<file path="config.mk">
export PLATFORM = sky130hd
export DESIGN_NAME = approx_accum
export DESIGN_NICKNAME = d
export VERILOG_FILES = /design/src/rtl/approx_accum.sv
export SDC_FILE = /design/constraint.sdc
export NUM_CORES = 1
export LEC_CHECK = 0
export CORE_MARGIN = 2
export CORE_UTILIZATION = 48
export CTS_CLUSTER_SIZE = 40
export DETAILED_ROUTE_END_ITERATION = 6
export PLACE_DENSITY = 0.75
export SLEW_MARGIN = 5
export SYNTH_ARGS = -nofsm -noshare
export SYNTH_HDL_FRONTEND = slang
export SYNTH_SLANG_ARGS = --single-unit
</file>
<file path="constraint.sdc">
create_clock -name clk -period 2 [get_ports clk]
set_input_delay 0.2 -clock clk [delete_from_list [all_inputs] [get_ports clk]]
set_output_delay 0.2 -clock clk [all_outputs]
set_load 0.005 [all_outputs]
</file>
<file path="src/rtl/approx_accum.sv">
// Streaming accumulator on a lower-part-OR approximate adder with valid/ready framing.
// Define APPROX_ACCUM_SAT_EN to saturate the accumulator on overflow instead of wrapping.
module approx_accum #(
  parameter int WIDTH       = 8,
  parameter int ACC_WIDTH   = 16,
  parameter int APPROX_BITS = 4,
  parameter int CNT_WIDTH   = 8
) (
  input  logic                        clk,
  input  logic                        rst,
  input  logic                        clear,
  input  logic                        in_valid,
  output logic                        in_ready,
  input  logic signed [WIDTH-1:0]     in_data,
  input  logic                        in_last,
  output logic                        out_valid,
  input  logic                        out_ready,
  output logic signed [ACC_WIDTH-1:0] out_data,
  output logic [CNT_WIDTH-1:0]        out_count,
  output logic                        out_ovf
);

  typedef enum logic {ACC, HOLD} state_t;

  localparam int HI_W = ACC_WIDTH - APPROX_BITS;

  state_t                 state_q, state_d;
  logic [ACC_WIDTH-1:0]   acc_q, acc_d;
  logic [CNT_WIDTH-1:0]   count_q, count_d;
  logic                   ovf_q, ovf_d;
  logic [ACC_WIDTH-1:0]   out_data_q, out_data_d;
  logic [CNT_WIDTH-1:0]   out_count_q, out_count_d;
  logic                   out_ovf_q, out_ovf_d;
  logic                   out_valid_q, out_valid_d;

  logic [ACC_WIDTH-1:0]   in_ext;
  logic [ACC_WIDTH-1:0]   raw_sum;
  logic [ACC_WIDTH-1:0]   sum_next;
  logic                   add_ovf;
  logic [CNT_WIDTH-1:0]   count_inc;

  generate
    if (ACC_WIDTH > WIDTH) begin : g_sext
      assign in_ext = {{(ACC_WIDTH-WIDTH){in_data[WIDTH-1]}}, in_data};
    end else begin : g_nosext
      assign in_ext = in_data;
    end
  endgenerate

  // Lower K bits are ORed; the only carry into the exact upper part is A[K-1]&B[K-1].
  generate
    if (APPROX_BITS == 0) begin : g_exact
      assign raw_sum = acc_q + in_ext;
    end else begin : g_approx
      logic [APPROX_BITS-1:0] lo;
      logic [HI_W-1:0]        hi;
      logic                   carry;
      assign lo      = acc_q[APPROX_BITS-1:0] | in_ext[APPROX_BITS-1:0];
      assign carry   = acc_q[APPROX_BITS-1] & in_ext[APPROX_BITS-1];
      assign hi      = acc_q[ACC_WIDTH-1:APPROX_BITS] + in_ext[ACC_WIDTH-1:APPROX_BITS]
                     + HI_W'(carry);
      assign raw_sum = {hi, lo};
    end
  endgenerate

  assign add_ovf = (acc_q[ACC_WIDTH-1] == in_ext[ACC_WIDTH-1]) &&
                   (raw_sum[ACC_WIDTH-1] != acc_q[ACC_WIDTH-1]);

`ifdef APPROX_ACCUM_SAT_EN
  localparam logic [ACC_WIDTH-1:0] MAX_POS = {1'b0, {(ACC_WIDTH-1){1'b1}}};
  localparam logic [ACC_WIDTH-1:0] MAX_NEG = ~MAX_POS;
  assign sum_next = add_ovf ? (acc_q[ACC_WIDTH-1] ? MAX_NEG : MAX_POS) : raw_sum;
`else
  assign sum_next = raw_sum;
`endif

  assign count_inc = (count_q == '1) ? count_q : count_q + CNT_WIDTH'(1);

  always_comb begin
    state_d     = state_q;
    acc_d       = acc_q;
    count_d     = count_q;
    ovf_d       = ovf_q;
    out_data_d  = out_data_q;
    out_count_d = out_count_q;
    out_ovf_d   = out_ovf_q;
    out_valid_d = out_valid_q;
    in_ready    = 1'b0;
    case (state_q)
      ACC: begin
        in_ready = 1'b1;
        // clear discards a coincident sample, including its in_last
        if (clear) begin
          acc_d   = '0;
          count_d = '0;
          ovf_d   = 1'b0;
        end else if (in_valid) begin
          if (in_last) begin
            out_data_d  = sum_next;
            out_count_d = count_inc;
            out_ovf_d   = ovf_q | add_ovf;
            out_valid_d = 1'b1;
            acc_d       = '0;
            count_d     = '0;
            ovf_d       = 1'b0;
            state_d     = HOLD;
          end else begin
            acc_d   = sum_next;
            count_d = count_inc;
            ovf_d   = ovf_q | add_ovf;
          end
        end
      end
      HOLD: begin
        if (out_ready) begin
          out_valid_d = 1'b0;
          state_d     = ACC;
        end
      end
      default: state_d = ACC;
    endcase
  end

  always_ff @(posedge clk or posedge rst) begin
    if (rst) begin
      state_q     <= ACC;
      acc_q       <= '0;
      count_q     <= '0;
      ovf_q       <= 1'b0;
      out_data_q  <= '0;
      out_count_q <= '0;
      out_ovf_q   <= 1'b0;
      out_valid_q <= 1'b0;
    end else begin
      state_q     <= state_d;
      acc_q       <= acc_d;
      count_q     <= count_d;
      ovf_q       <= ovf_d;
      out_data_q  <= out_data_d;
      out_count_q <= out_count_d;
      out_ovf_q   <= out_ovf_d;
      out_valid_q <= out_valid_d;
    end
  end

  assign out_valid = out_valid_q;
  assign out_data  = out_data_q;
  assign out_count = out_count_q;
  assign out_ovf   = out_ovf_q;

endmodule

</file>
==> impl_results.md <==
- CP cell instances: nand2_1 > fa_2 > nand2b_4 > a21oi_4 > o21ai_4 > o21a_1 > o2111a_1 > a2111oi_2
- Total wire length: approximately 5700 um
- Worst setup path endpoint: acc_q[15]
- Drt via density: 5.248
- Pin count of the biggest net entering global routing: 53
- Crit path kind: reg -> reg
- TritonRoute pass-1 iters: 4
- Worst Path Max Fanout: 6
- I/O pins: 41
- Reg2Reg Depth: 8
- Leading cell type in the layout, fill and taps excluded: dfrtp_1
- RR Startpoint: acc_q[3]
- Outcome: complete, but fails checks
- Max-Cap Viols: 0
- Cell count after synthesis: approximately 290
- Asr flop ratio synth: 100.0%
- WHS: ~0.24 ns
- Sequential area share after synthesis: roughly half
- Worst setup margin: -0.03272 ns
- WP data arrival: 2.24 ns
- Clock slew at reported path FFs: 0.09 ns
- CP max stage delay: around 0.36 ns
- Final antenna-violating net count: 0
- Slew headroom: 74.10%
- Critical Path Start: acc_q[3]
- Seq cells post-synth: 52
- Leak Pwr: 1.636 nW
- Number of synthesized flops with an enable pin: 0
- CTS tree: built
- Final setup viols: 3
- First-pass GRT wire length: 10,210 um
- Die H: 78.79 um
- Routed via count: 2,267
- GRT overflow: 0
- Crit path max-delay cell type: fa_2
- Per-cell routed wire length: 13.30 um
- Met2 wire len: ~2800 um
- Endpoints failing hold: 0
- GPL Wtd Cong: approximately 0.83
- Area of the mapped netlist: ~2700 um^2
- Post-synth top flop: dfrtp_1
- Max frequency: 492.0 MHz
- Port Buffers: 40
- Antenna violations before repair: 0
- Syn avg cell area: about 9.4 um^2
- Setup crit end kind: register
- Commonest non-fill, non-tap cells in the layout: dfrtp_1, nand2_1, clkdlybuf4s50_1, buf_4, o21ai_0
- Violated checks: negative setup slack
- Die Wd: approximately 80 um
- H-Tree Depth: 2
- Clk_lat worst skew: a little over 0.3 ns
- Clk_skew: just over 0.007 ns
- DR WL met3: 221 um
- Most area-consuming cells after synthesis: dfrtp_1, o21ai_0, nand2_1
- Core Region: between 5000 and 6000 um^2
- CTS root buffer: clkbuf_8
- Rows: 27
- Area grow syn2layout: 35.83%
- Crit. path cell count: 8
- DR iter-0 viols: 117
- Unrepaired setup endpoints after global routing: yes
- Distinct cell type count after synthesis: 44
- Initial Util: approximately 50%
- Worst VDD drop: about 0.47 mV
- Post-layout util: about two thirds
- Global Route Usage Sum: 20.79%
- End of the worst register-to-register path: acc_q[15]
- DRC violations left: 0
- Period Utilization, post-route: 101.6%
- Top delay family on crit path: compound AO/OA/AOI/OAI gates
- Share of layout cells above drive strength 1: between 10% and 20%
- Detailed placer's ending HPWL: about 4200 um
- CP startpoint kind: register
- Reg2Reg Setup Slack: -0.03 ns
- Pwr dens: 756.0 nW/um^2
- Highest routed layer: met4
- Post-synth top area cell: dfrtp_1
- Clk sink count: 52
- CTS Buf Count: 5
- Worst Hold Class: in -> async
- Required @ worst endpoint: approximately 2.2 ns
- Worst Tran Pin Value: roughly 0.39 ns
- Antenna Cells: 0
- Net Count, Synth: around 310
- Yosys warns: 0
- Final Critical Period: between 2 and 2.5 ns
- Share of the synthesized area in the top cell type: between 40% and 50%
- Nets: between 300 and 400
- Met1 WL: 2672 um
- Max Transition Viols Final: 0
- DIE AREA: between 6000 and 7000 um^2
- Number of global-route vias before repair: 2,216
- Clock buffer depth: 2
- Worst Path Buf+Inv: 0
## layer usage
metal  track usage (%)  vias up
met1             28.01     1066
met5                 0        -
met4             8.772        0
met2             33.42       46
met3             3.409        7
li1                  -     1148
## through the flow
stage	power (mW)	instance area [um^2]	instances	setup slack (ns)	TNS, ns
after floorplan	1.589	2715	285	0.008143	0
after global placement	1.973	3457	421	-0.4698	-5.705
after detailed placement	1.996	3457	421	-0.4924	-5.978
after CTS	2.775	3620	432	-0.05354	-0.1095
after global routing	2.920	3647	432	-0.1366	-0.9416
final	2.757	3647	432	-0.03272	-0.05503
## final cells by class
class,instances,area [um^2]
Clock buffer,6,82.58
Clock inverter,2,38.79
Fill cell,439,1792
Inverter,8,30.03
Multi-Input combinational cell,216,1395
Sequential cell,52,1301
Tap cell,72,90.09
Timing Repair Buffer,76,709.4
## how the worst min path moves through the flow
stage	start	to	slack, ns	depth (start not counted)
after floorplan	out_ready	state_q	0.30	1
after global placement	out_data[15]	out_data[15]	0.46	2
after detailed placement	out_data[4]	out_data[4]	0.47	2
after CTS	rst	out_data[7]	0.26	3
after global routing	rst	out_data[7]	0.27	3
final	rst	out_data[6]	0.24	3
## timing repair
action,4_1_cts,5_1_grt
resized for setup,11,16
buffers inserted,3,0
setup endpoints to repair,12,13
pin swaps,7,12
hold buffers,0,0
## cell usage after synthesis (all sizes together), types with 4 or more instances
cell,number
nand2,46
ha,11
o21a,4
and3,4
nand2b,4
xor2,7
a21oi,18
inv,8
clkbuf,9
o21ai,47
xnor2,7
dfrtp,52
nor2,26
## worst register-to-register path, cell delays in order (launching register included)
cell	delay [ns]
dfrtp_1	0.35
nand2_1	0.07
fa_2	0.36
nand2b_4	0.17
a21oi_4	0.16
o21ai_4	0.10
o21a_1	0.17
o2111a_1	0.23
a2111oi_2	0.32
## cell families (layout without fill, tap and decap cells)
kind of cell / count (synthesis) / after routing / synth area share, %
DFF: 52 / 52 / 48.46
xor gates and xnor gates: 14 / 14 / 4.567
muxes: 4 / 4 / 1.584
adders and majority gates: 13 / 13 / 6.617
AOI/OAI and AO/OA: 89 / 89 / 19.76
and+or+nand+nor: 96 / 96 / 16.64
buffers and inverters: 17 / 92 / 2.376
## state kept, by name, summed over array words and instances, names as in the netlist
register,cells
out_ovf,1
out_count,8
ovf_q,1
count_q,8
acc_q,16
out_data,16
state_q,1
out_valid,1
## power by group
part	total (mW)	internal [mW]	switching, mW	leakage, nW
Combinational	0.742	0.422	0.321	0.886
Sequential	1.25	1.18	0.0725	0.688
Clock	0.764	0.410	0.354	0.0614
Power figures use the tool's default switching activity.
==> patch, RTL diff (same settings) <==
Take the reset off `out_data_q` and load it in a clocked block of its own.
--- a/src/rtl/approx_accum.sv
+++ b/src/rtl/approx_accum.sv
@@ -127,7 +127,6 @@
       acc_q       <= '0;
       count_q     <= '0;
       ovf_q       <= 1'b0;
-      out_data_q  <= '0;
       out_count_q <= '0;
       out_ovf_q   <= 1'b0;
       out_valid_q <= 1'b0;
@@ -136,11 +135,14 @@
       acc_q       <= acc_d;
       count_q     <= count_d;
       ovf_q       <= ovf_d;
-      out_data_q  <= out_data_d;
       out_count_q <= out_count_d;
       out_ovf_q   <= out_ovf_d;
       out_valid_q <= out_valid_d;
     end
+  end
+
+  always_ff @(posedge clk) begin
+    out_data_q <= out_data_d;
   end
 
   assign out_valid = out_valid_q;
Formal check against the unedited RTL: not equivalent (a bounded check fails within 4 cycles, from zero or initial values and one cycle with rst high).
==> patch against the unedited design <==
The run still ends with setup timing left. Design area decreased by 1.2%. Worst setup slack got worse by 0.26 ns. Wire length increased by 5.4%. Count of clock-buffer cells in the layout unchanged. Sequential share of layout area increased by 2.7 points. Sequential power decreased by 4%. Final cell count decreased by 7.9%. Synthesized cell count decreased by 15%. Sequential cell count unchanged. Synthesized area decreased by 3.6%. Die area decreased by 3.4%. Power decreased by 11%. Critical endpoint is now acc_q[12].
==> patch: results (changes against the unedited design) <==
* Run status: complete, but fails checks (unchanged)
* Violated checks: setup timing (unchanged)
* Final setup margin at -0.2927 ns (was -0.03272 ns)
* CP max FO at 3 (was 6)
* Vias at 2,161 (was 2,267)
* Number of synthesized flops with an enable pin at 16 (was 0)
* Global-route wire length before repair at 9832 um (was 10,210 um)
* Syn nets at 268 (was 312)
* Nets at 354 (was 386)
* Leakage at 1.596 nW (was 1.636 nW)
* CP top delay family: adder cells (was compound AO/OA/AOI/OAI gates)
* Slowest CP cell: dfrtp_1 (was fa_2)
* Final setup TNS at -2.092 ns (was -0.05503 ns)
* Setup skew after layout at 0.006571 ns (was 0.007243 ns)
* Placer Congestion at 0.8495 (was 0.8254)
* Slew of the pin with the lowest slew margin at 0.4667 ns (was 0.3871 ns)
* Post-Syn Instances at 241 (was 285)
* Final Setup Violations at 14 (was 3)
* Seq/Total Area, Yosys at 0.5338 (was 0.4846)
* Fraction of layout cells with a size suffix above 1 at 0.2348 (was 0.1861)
* DP HPWL at 4044 um (was 4192 um)
* Fill count at 414 (was 439)
* Worst VDD drop at 0.0003954 V (was 0.0004695 V)
* NetSw at 0.0006221 W (was 0.0007473 W)
* Top cells by area, synth: dfrtp_1 35%, edfxtp_1 19%, ha_1 5.3% (was dfrtp_1 48%, o21ai_0 8.0%, nand2_1 6.4%)
* Synth top cells by count: 36 x dfrtp_1, 33 x nand2_1, 20 x o21ai_0 (was 52 x dfrtp_1, 46 x nand2_1, 43 x o21ai_0)
* Vias in the first global route at 2,107 (was 2,216)
-- patch: cell count changes in the layout (fill, tap and decap cells not counted), moves of 4 or more --
cell / change
a21boi_0: +4
o21ai_0: -13
edfxtp_1: +16
or3_1: +4
o21ai_1: -11
buf_4: +10
or2_2: +4
nor2_1: -12
a21oi_1: -6
nand2_1: -14
a22o_1: +7
dfrtp_1: -16
-- patch: timing repair --
| item | CTS | global route |
|---|---|---|
| buffers inserted | 4 | 5 |
| gates resized for setup | 8 | 8 |
| pin swaps | 15 | 9 |
| endpoints found under the setup margin | 14 | 17 |
-- patch: logic make-up after synthesis --
family | share of synthesized area
simple gates | 0.1368
fa+ha+maj | 0.06867
buf+inv | 0.02369
compound gates | 0.1775
mux | 0.01547
flops | 0.5338
xor+xnor | 0.04400
-- patch: final timing paths --
| path | to | slack, ns | cells past startpoint |
|---|---|---|---|
| max in group asynchronous | acc_q[5] | 1.37 | 3 |
| hold reg to reg | out_valid | 0.48 | 2 |
| setup reg to reg | acc_q[12] | -0.29 | 9 |
| min in group clk | out_valid | 0.48 | 2 |
| setup / recovery | acc_q[12] | -0.29 | 9 |
| hold / removal | acc_q[12] | 0.31 | 3 |
-- patch: metrics by stage --
stage | util | instances | cell area (um^2) | hold slack (ns) | setup WS [ns]
6_report | 0.7008 | 398 | 3602 | 0.3090 | -0.2927
5_1_grt | 0.7008 | 398 | 3602 | 0.3763 | -0.4130
4_1_cts | 0.6884 | 394 | 3538 | 0.3205 | -0.2785
3_5_place_dp | 0.6582 | 383 | 3383 | 0.4706 | -0.6143
3_3_place_gp | 0.6582 | 383 | 3383 | 0.4602 | -0.5872
2_1_floorplan | - | 241 | 2611 | 0.2964 | -0.1477
-- patch: power groups by stage --
stage | sequential [W] | clock (W) | combinational (W)
global placement | 0.00122 | 0 | 0.000477
detailed placement | 0.00122 | 0 | 0.000487
global route | 0.00121 | 0.000766 | 0.000578
CTS | 0.00120 | 0.000719 | 0.000506
floorplan | 0.00122 | 0 | 0.000241
finish | 0.00120 | 0.000719 | 0.000530
-- patch: cell type report --
| class | instances | area share |
|---|---|---|
| sequential | 52 | 0.3835 |
| tap | 70 | 0.02431 |
| multi-input combinational | 173 | 0.3397 |
| clock buffer | 6 | 0.02015 |
| timing repair buffer | 86 | 0.2133 |
| clock inverter | 2 | 0.009726 |
| inverter | 9 | 0.009378 |
-- patch: routing by layer --
metal,GRT usage,vias to the layer above,share of wire
met5,0,-,0
met4,0.08214,0,0.020
met3,0.04186,15,0.058
met2,0.3235,61,0.46
met1,0.2840,1045,0.46
li1,-,1040,-
